`src/rtl/pgs_pciex4_fifo_rd_fwft.sv`:
```
// -----------------------------------------------------------------------------
// pgs_pciex4_fifo_rd_fwft
//
// First-word-fall-through read adapter between a single-clock FIFO (pointer
// controller + RAM with RAM_RD_LAT read latency) and a valid/ready stream.
// Reads are issued into a 4-entry output buffer. A read is only issued when a
// buffer slot is guaranteed for it, counting both buffered and in-flight words.
//
// Parameters
//   DATA_WIDTH   width of RAM read data and m_data
//   RAM_RD_LAT   cycles from fifo_r_en to valid ram_rd_data (1 or 2)
//
// Ports
//   clk          single clock
//   rst          asynchronous, active-high reset
//   fifo_rempty  registered empty flag from the FIFO pointer controller
//   fifo_r_en    read strobe to the FIFO (combinational)
//   ram_rd_data  RAM read data, valid RAM_RD_LAT cycles after fifo_r_en
//   m_valid      output word available
//   m_ready      downstream accepts the word
//   m_data       output word (driven from buffer registers only)
//   buf_cnt      words held in the output buffer, 0..4
//   rd_busy      reads in flight or buffer not empty
// -----------------------------------------------------------------------------
module pgs_pciex4_fifo_rd_fwft #(
    parameter int DATA_WIDTH = 64,
    parameter int RAM_RD_LAT = 1
) (
    input  logic                  clk,
    input  logic                  rst,
    input  logic                  fifo_rempty,
    output logic                  fifo_r_en,
    input  logic [DATA_WIDTH-1:0] ram_rd_data,
    output logic                  m_valid,
    input  logic                  m_ready,
    output logic [DATA_WIDTH-1:0] m_data,
    output logic [2:0]            buf_cnt,
    output logic                  rd_busy
);

    logic [DATA_WIDTH-1:0] buf_mem_q [4];
    logic [1:0]            wr_ptr_q, wr_ptr_d;
    logic [1:0]            rd_ptr_q, rd_ptr_d;
    logic [2:0]            cnt_q, cnt_d;
    logic [RAM_RD_LAT-1:0] tag_q, tag_d;
    logic                  first_q;
    logic [1:0]            inflight_cnt;
    logic [3:0]            occupancy;
    logic                  push;
    logic                  pop;

    // A tag leaving the end of the shift register marks the cycle in which
    // ram_rd_data carries the word for that read.
    assign push = tag_q[RAM_RD_LAT-1];
    assign pop  = m_valid & m_ready;

    // NOTE: every signal assigned in always_comb gets a default first so no
    // path leaves it unassigned and no latch is inferred.
    always_comb begin
        inflight_cnt = '0;
        for (int i = 0; i < RAM_RD_LAT; i++) begin
            inflight_cnt = inflight_cnt + {1'b0, tag_q[i]};
        end
    end

    assign occupancy = {1'b0, cnt_q} + {2'b00, inflight_cnt};

    // A pop this cycle frees a slot, so the read may be issued in the same
    // cycle. first_q holds reads off during reset and the first cycle after.
    assign fifo_r_en = ~first_q & ~fifo_rempty & (occupancy < (4'd4 + {3'b000, pop}));

    generate
        if (RAM_RD_LAT == 1) begin : g_lat1
            assign tag_d = fifo_r_en;
        end else begin : g_latn
            assign tag_d = {tag_q[RAM_RD_LAT-2:0], fifo_r_en};
        end
    endgenerate

    assign wr_ptr_d = wr_ptr_q + {1'b0, push};
    assign rd_ptr_d = rd_ptr_q + {1'b0, pop};
    assign cnt_d    = cnt_q + {2'b00, push} - {2'b00, pop};

    // NOTE: sequential state uses non-blocking assignments so every register
    // samples pre-edge values regardless of process ordering.
    always_ff @(posedge clk or posedge rst) begin
        if (rst) begin
            wr_ptr_q <= '0;
            rd_ptr_q <= '0;
            cnt_q    <= '0;
            tag_q    <= '0;
            first_q  <= 1'b1;
        end else begin
            wr_ptr_q <= wr_ptr_d;
            rd_ptr_q <= rd_ptr_d;
            cnt_q    <= cnt_d;
            tag_q    <= tag_d;
            first_q  <= 1'b0;
        end
    end

    // NOTE: the buffer storage has no reset; stale entries are unreachable
    // because m_data is forced to zero whenever the buffer count is zero.
    always_ff @(posedge clk) begin
        if (push) begin
            buf_mem_q[wr_ptr_q] <= ram_rd_data;
        end
    end

    assign m_valid = (cnt_q != 3'd0);
    assign m_data  = m_valid ? buf_mem_q[rd_ptr_q] : '0;
    assign buf_cnt = cnt_q;
    assign rd_busy = (inflight_cnt != 2'd0) | m_valid;

endmodule
```
`config.mk`:
```
export PLATFORM = sky130hd
export DESIGN_NAME = pgs_pciex4_fifo_rd_fwft
export DESIGN_NICKNAME = d
export VERILOG_FILES = /design/src/rtl/pgs_pciex4_fifo_rd_fwft.sv
export SDC_FILE = /design/constraint.sdc
export NUM_CORES = 1
export LEC_CHECK = 0
export CAP_MARGIN = 10
export CORE_MARGIN = 1.5
export CORE_UTILIZATION = 59
export DETAILED_ROUTE_END_ITERATION = 8
export PLACE_DENSITY = 0.85
export SYNTH_ARGS = -nofsm -noshare
export SYNTH_HDL_FRONTEND = slang
export SYNTH_SLANG_ARGS = --single-unit
```
`constraint.sdc`:
```
create_clock -name clk -period 18.4 [get_ports clk]
set_clock_uncertainty 0.1 [all_clocks]
set_input_delay 5.52 -clock clk [delete_from_list [all_inputs] [get_ports clk]]
set_output_delay 5.52 -clock clk [all_outputs]
set_load 0.02 [all_outputs]
```
==> metrics.md <==
| Metric | Value |
|---|---|
| Period minus WS final | about 13 ns |
| Final HPWL DP | around 10 mm |
| Critical Path Source Type | input port |
| Mapped Cells | around 440 |
| CTS buffer count | 26 |
| VDD IR max | ~120 µV |
| Via density | 5.735 |
| Gate power share | a little over a third |
| Synth async-reset ratio | about 3.4% |
| Synth warn | 0 |
| Most used DFF post-synth | edfxtp_1 |
| Max Freq | around 74 MHz |
| Nets | between 600 and 700 |
| Reg power frac | about 40% |
| CTS tree | yes |
| Die ar. | roughly 0.018 mm² |
| Worst setup EP type | output pin |
| Top-area cell type share of the netlist area | between 70% and 80% |
| FF/Latch Area | 0.007921 mm² |
| Dpl cells | about 800 |
| Yosys cell types | 25 |
| Slew Limit Fails | 0 |
| Vias | roughly 4800 |
| Diode count | 0 |
| Vias in the first global route | ~5200 |
| Final Hold Viols | 0 |
| Tot Pwr | 1.987 mW |
| Area of the multi-input gates | approximately 0.0021 mm² |
| Crit path max fanout | 4 |
| Syn Nets | between 500 and 600 |
| Net load switching power | approximately 600 µW |
| Detail Route Antenna Nets | 0 |
| Register area share after synthesis | slightly below 80% |
| # fillers | 904 |
| Clock power share | 24.3% |
| CP Cell Sequence | clkdlybuf4s50_1 > o31ai_1 > o31a_1 > a2111oi_0 > clkdlybuf4s50_1 |
| Commonest non-fill, non-tap cells in the layout | 256 x edfxtp_1, 137 x clkdlybuf4s50_1, 64 x mux4_2, 64 x and2_1, 27 x clkbuf_16 |
| Starting density of the core | between 60 and 70% |
| Largest net degree at the start of global routing | a little under 70 |
| CTS Buffer Depth | 3 |
| Total congestion overflow | 0 |
| # H-tree levels | 1 |
| TritonRoute pass-1 iters | 4 |
| Lkg Pwr | 4.025 nW |
| Hold Path Class | reg -> reg |
| Root buffer cell | clkbuf_16 |
| Internal Pwr Total | about 1.4 mW |
| EDFF count, synth | 256 |
| Die X | about 130 µm |
| Routed WL per cell | between 20 and 25 µm |
| #FFs+latches synth | ~270 |
| Post-CTS sizing | 0 |
| Post-CTS setup buffers | 0 |
| DR iter-0 viols | ~230 |
| Slowest cell delay on critical path | between 0.7 and 0.8 ns |
| Fraction of layout cells with a size suffix above 1 | between 15 and 20% |
| Reg clk slew, reported paths | 0.06 ns |
| # rows | 47 |
| Syn_area_per_cell | 22.83 µm² |
| Critical Path AT | ~7.8 ns |
| Hold_buf cts | 0 |
| RSZ-0062 raised after global routing | no |
| Io pins | between 100 and 150 |
| Routability Congestion | about 0.78 |
| Crit share post-route | between 70% and 80% |
| Netlist Area Pre-Place | 0.01011 mm² |
| CORE AREA | 0.01664 mm² |
| Critical Path RT | about 13 ns |
| Die Y | 133.9 µm |
| Max-cap violations | 0 |
| Initial antenna violation count | 0 |
| CP dominant cell by count | clkdlybuf4s50_1 |
| Slowest CP cell | clkdlybuf4s50_1 |
| Setup TNS Final | 0 ns |
| Port Buf Inserts | about 140 |
| Total Routing Usage GR | about a fifth |
| Skew-Pair Late Insertion Delay | slightly above 0.5 ns |
| Leading area contributor after synthesis | edfxtp_1 |
| Slew HR | between 20% and 30% |
| CTS sink cnt | 265 |
| Total Wirelength | approximately 18 mm |
| Final setup fails | 0 |
| Residual DRC | 0 |
| Switching part of the total | 30.10% |
| Status | finished clean |
| Global-route wire length before repair | 28.50 mm |
| Commonest non-fill, non-tap cell in the layout | edfxtp_1 |
| Synth top area cells | edfxtp_1 76%, mux4_2 14%, and2_1 4.0% |
| CP Class | in -> out |
| PD cells | ~160 mW/mm² |
| Tightest Pin Transition | roughly 1.1 ns |
| Final non-filler cell total | 829 |
| Area Overhead vs Synth | 23.37% |
==> per-stage QoR <==
| step | hold slack, ns | worst slack (ns) | area [µm²] | utilization, % |
|---|---|---|---|---|
| after detailed placement | 0.5028 | 5.003 | 11700 | 70.30 |
| after global placement | 0.4721 | 5.212 | 11700 | 70.30 |
| after global routing | 0.5379 | 4.831 | 12480 | 74.96 |
| final | 0.5219 | 4.954 | 12480 | 74.96 |
| after floorplan | 0.3940 | 5.677 | 10110 | - |
| after CTS | 0.5186 | 5.004 | 12480 | 74.96 |
==> layout make-up <==
| class | count | area share, % |
|---|---|---|
| Clock buffer | 37 | 5.717 |
| Tap cell | 220 | 2.206 |
| Clock inverter | 8 | 0.5115 |
| Multi-Input combinational cell | 154 | 16.69 |
| Timing Repair Buffer | 142 | 11.29 |
| Sequential cell | 265 | 63.49 |
| Inverter | 3 | 0.09026 |
==> synthesized netlist by cell type (all sizes together) (2+ instances only) <==
cell	count
nand2	2
edfxtp	256
buf	13
xor2	3
inv	3
clkbuf	8
ha	5
dfrtp	8
mux4	64
and2	64
xnor2	3
nor2	3
==> per-layer routing <==
metal  global-route usage [%]  vias to the layer above  wire length (µm)
li1                         -                     2102                 -
met1                    29.68                     2447              7393
met2                    34.65                      175              9159
met3                    4.573                       30              1241
met4                    5.012                        0               308
met5                        0                        -                 0
==> critical path, delay by kind of cell <==
| kind | cells | cell delay (ns) |
|---|---|---|
| buffers and inverters | 2 | 1.21 |
| AOI/OAI and AO/OA | 3 | 1.09 |
==> power groups by stage <==
stage	clock network [mW]	logic [mW]	registers, mW
after floorplan	0	0.466	0.763
after detailed placement	0	0.711	0.814
after CTS	0.493	0.716	0.802
final	0.483	0.705	0.799
after global placement	0	0.700	0.810
after global routing	0.515	0.749	0.809
==> worst paths after layout <==
check                           start  cells after the start  slack (ns)                to
max                           m_ready                      5        4.95         fifo_r_en
max in group asynchronous         rst                      2       12.72           first_q
min in group asynchronous         rst                      2        5.18        buf_cnt[2]
min reg2reg                buf_cnt[0]                      1        0.52        buf_cnt[0]
min                        buf_cnt[0]                      1        0.52        buf_cnt[0]
max reg2reg                      push                      3       15.83  buf_mem_q[2][45]
==> registers in the layout, indices dropped and copies added, names as in the netlist <==
| signal | flops |
|---|---|
| wr_ptr_q | 2 |
| buf_cnt | 3 |
| first_q | 1 |
| buf_mem_q | 256 |
| push | 1 |
| rd_ptr_q | 2 |
==> cell families (layout without fill, tap and decap cells) <==
| kind of cell | after synthesis | count (layout) | share of synthesized area, % |
|---|---|---|---|
| compound gates | 3 | 3 | 0.2475 |
| buf+inv | 24 | 190 | 1.410 |
| mux | 64 | 64 | 14.25 |
| flops | 265 | 265 | 78.26 |
| other cells | 1 | 1 | 0.03708 |
| xor+xnor | 6 | 6 | 0.5198 |
| fa+ha+maj | 6 | 6 | 0.8166 |
| simple gates | 74 | 74 | 4.454 |
No activity file was read; power rests on OpenSTA's default activity.
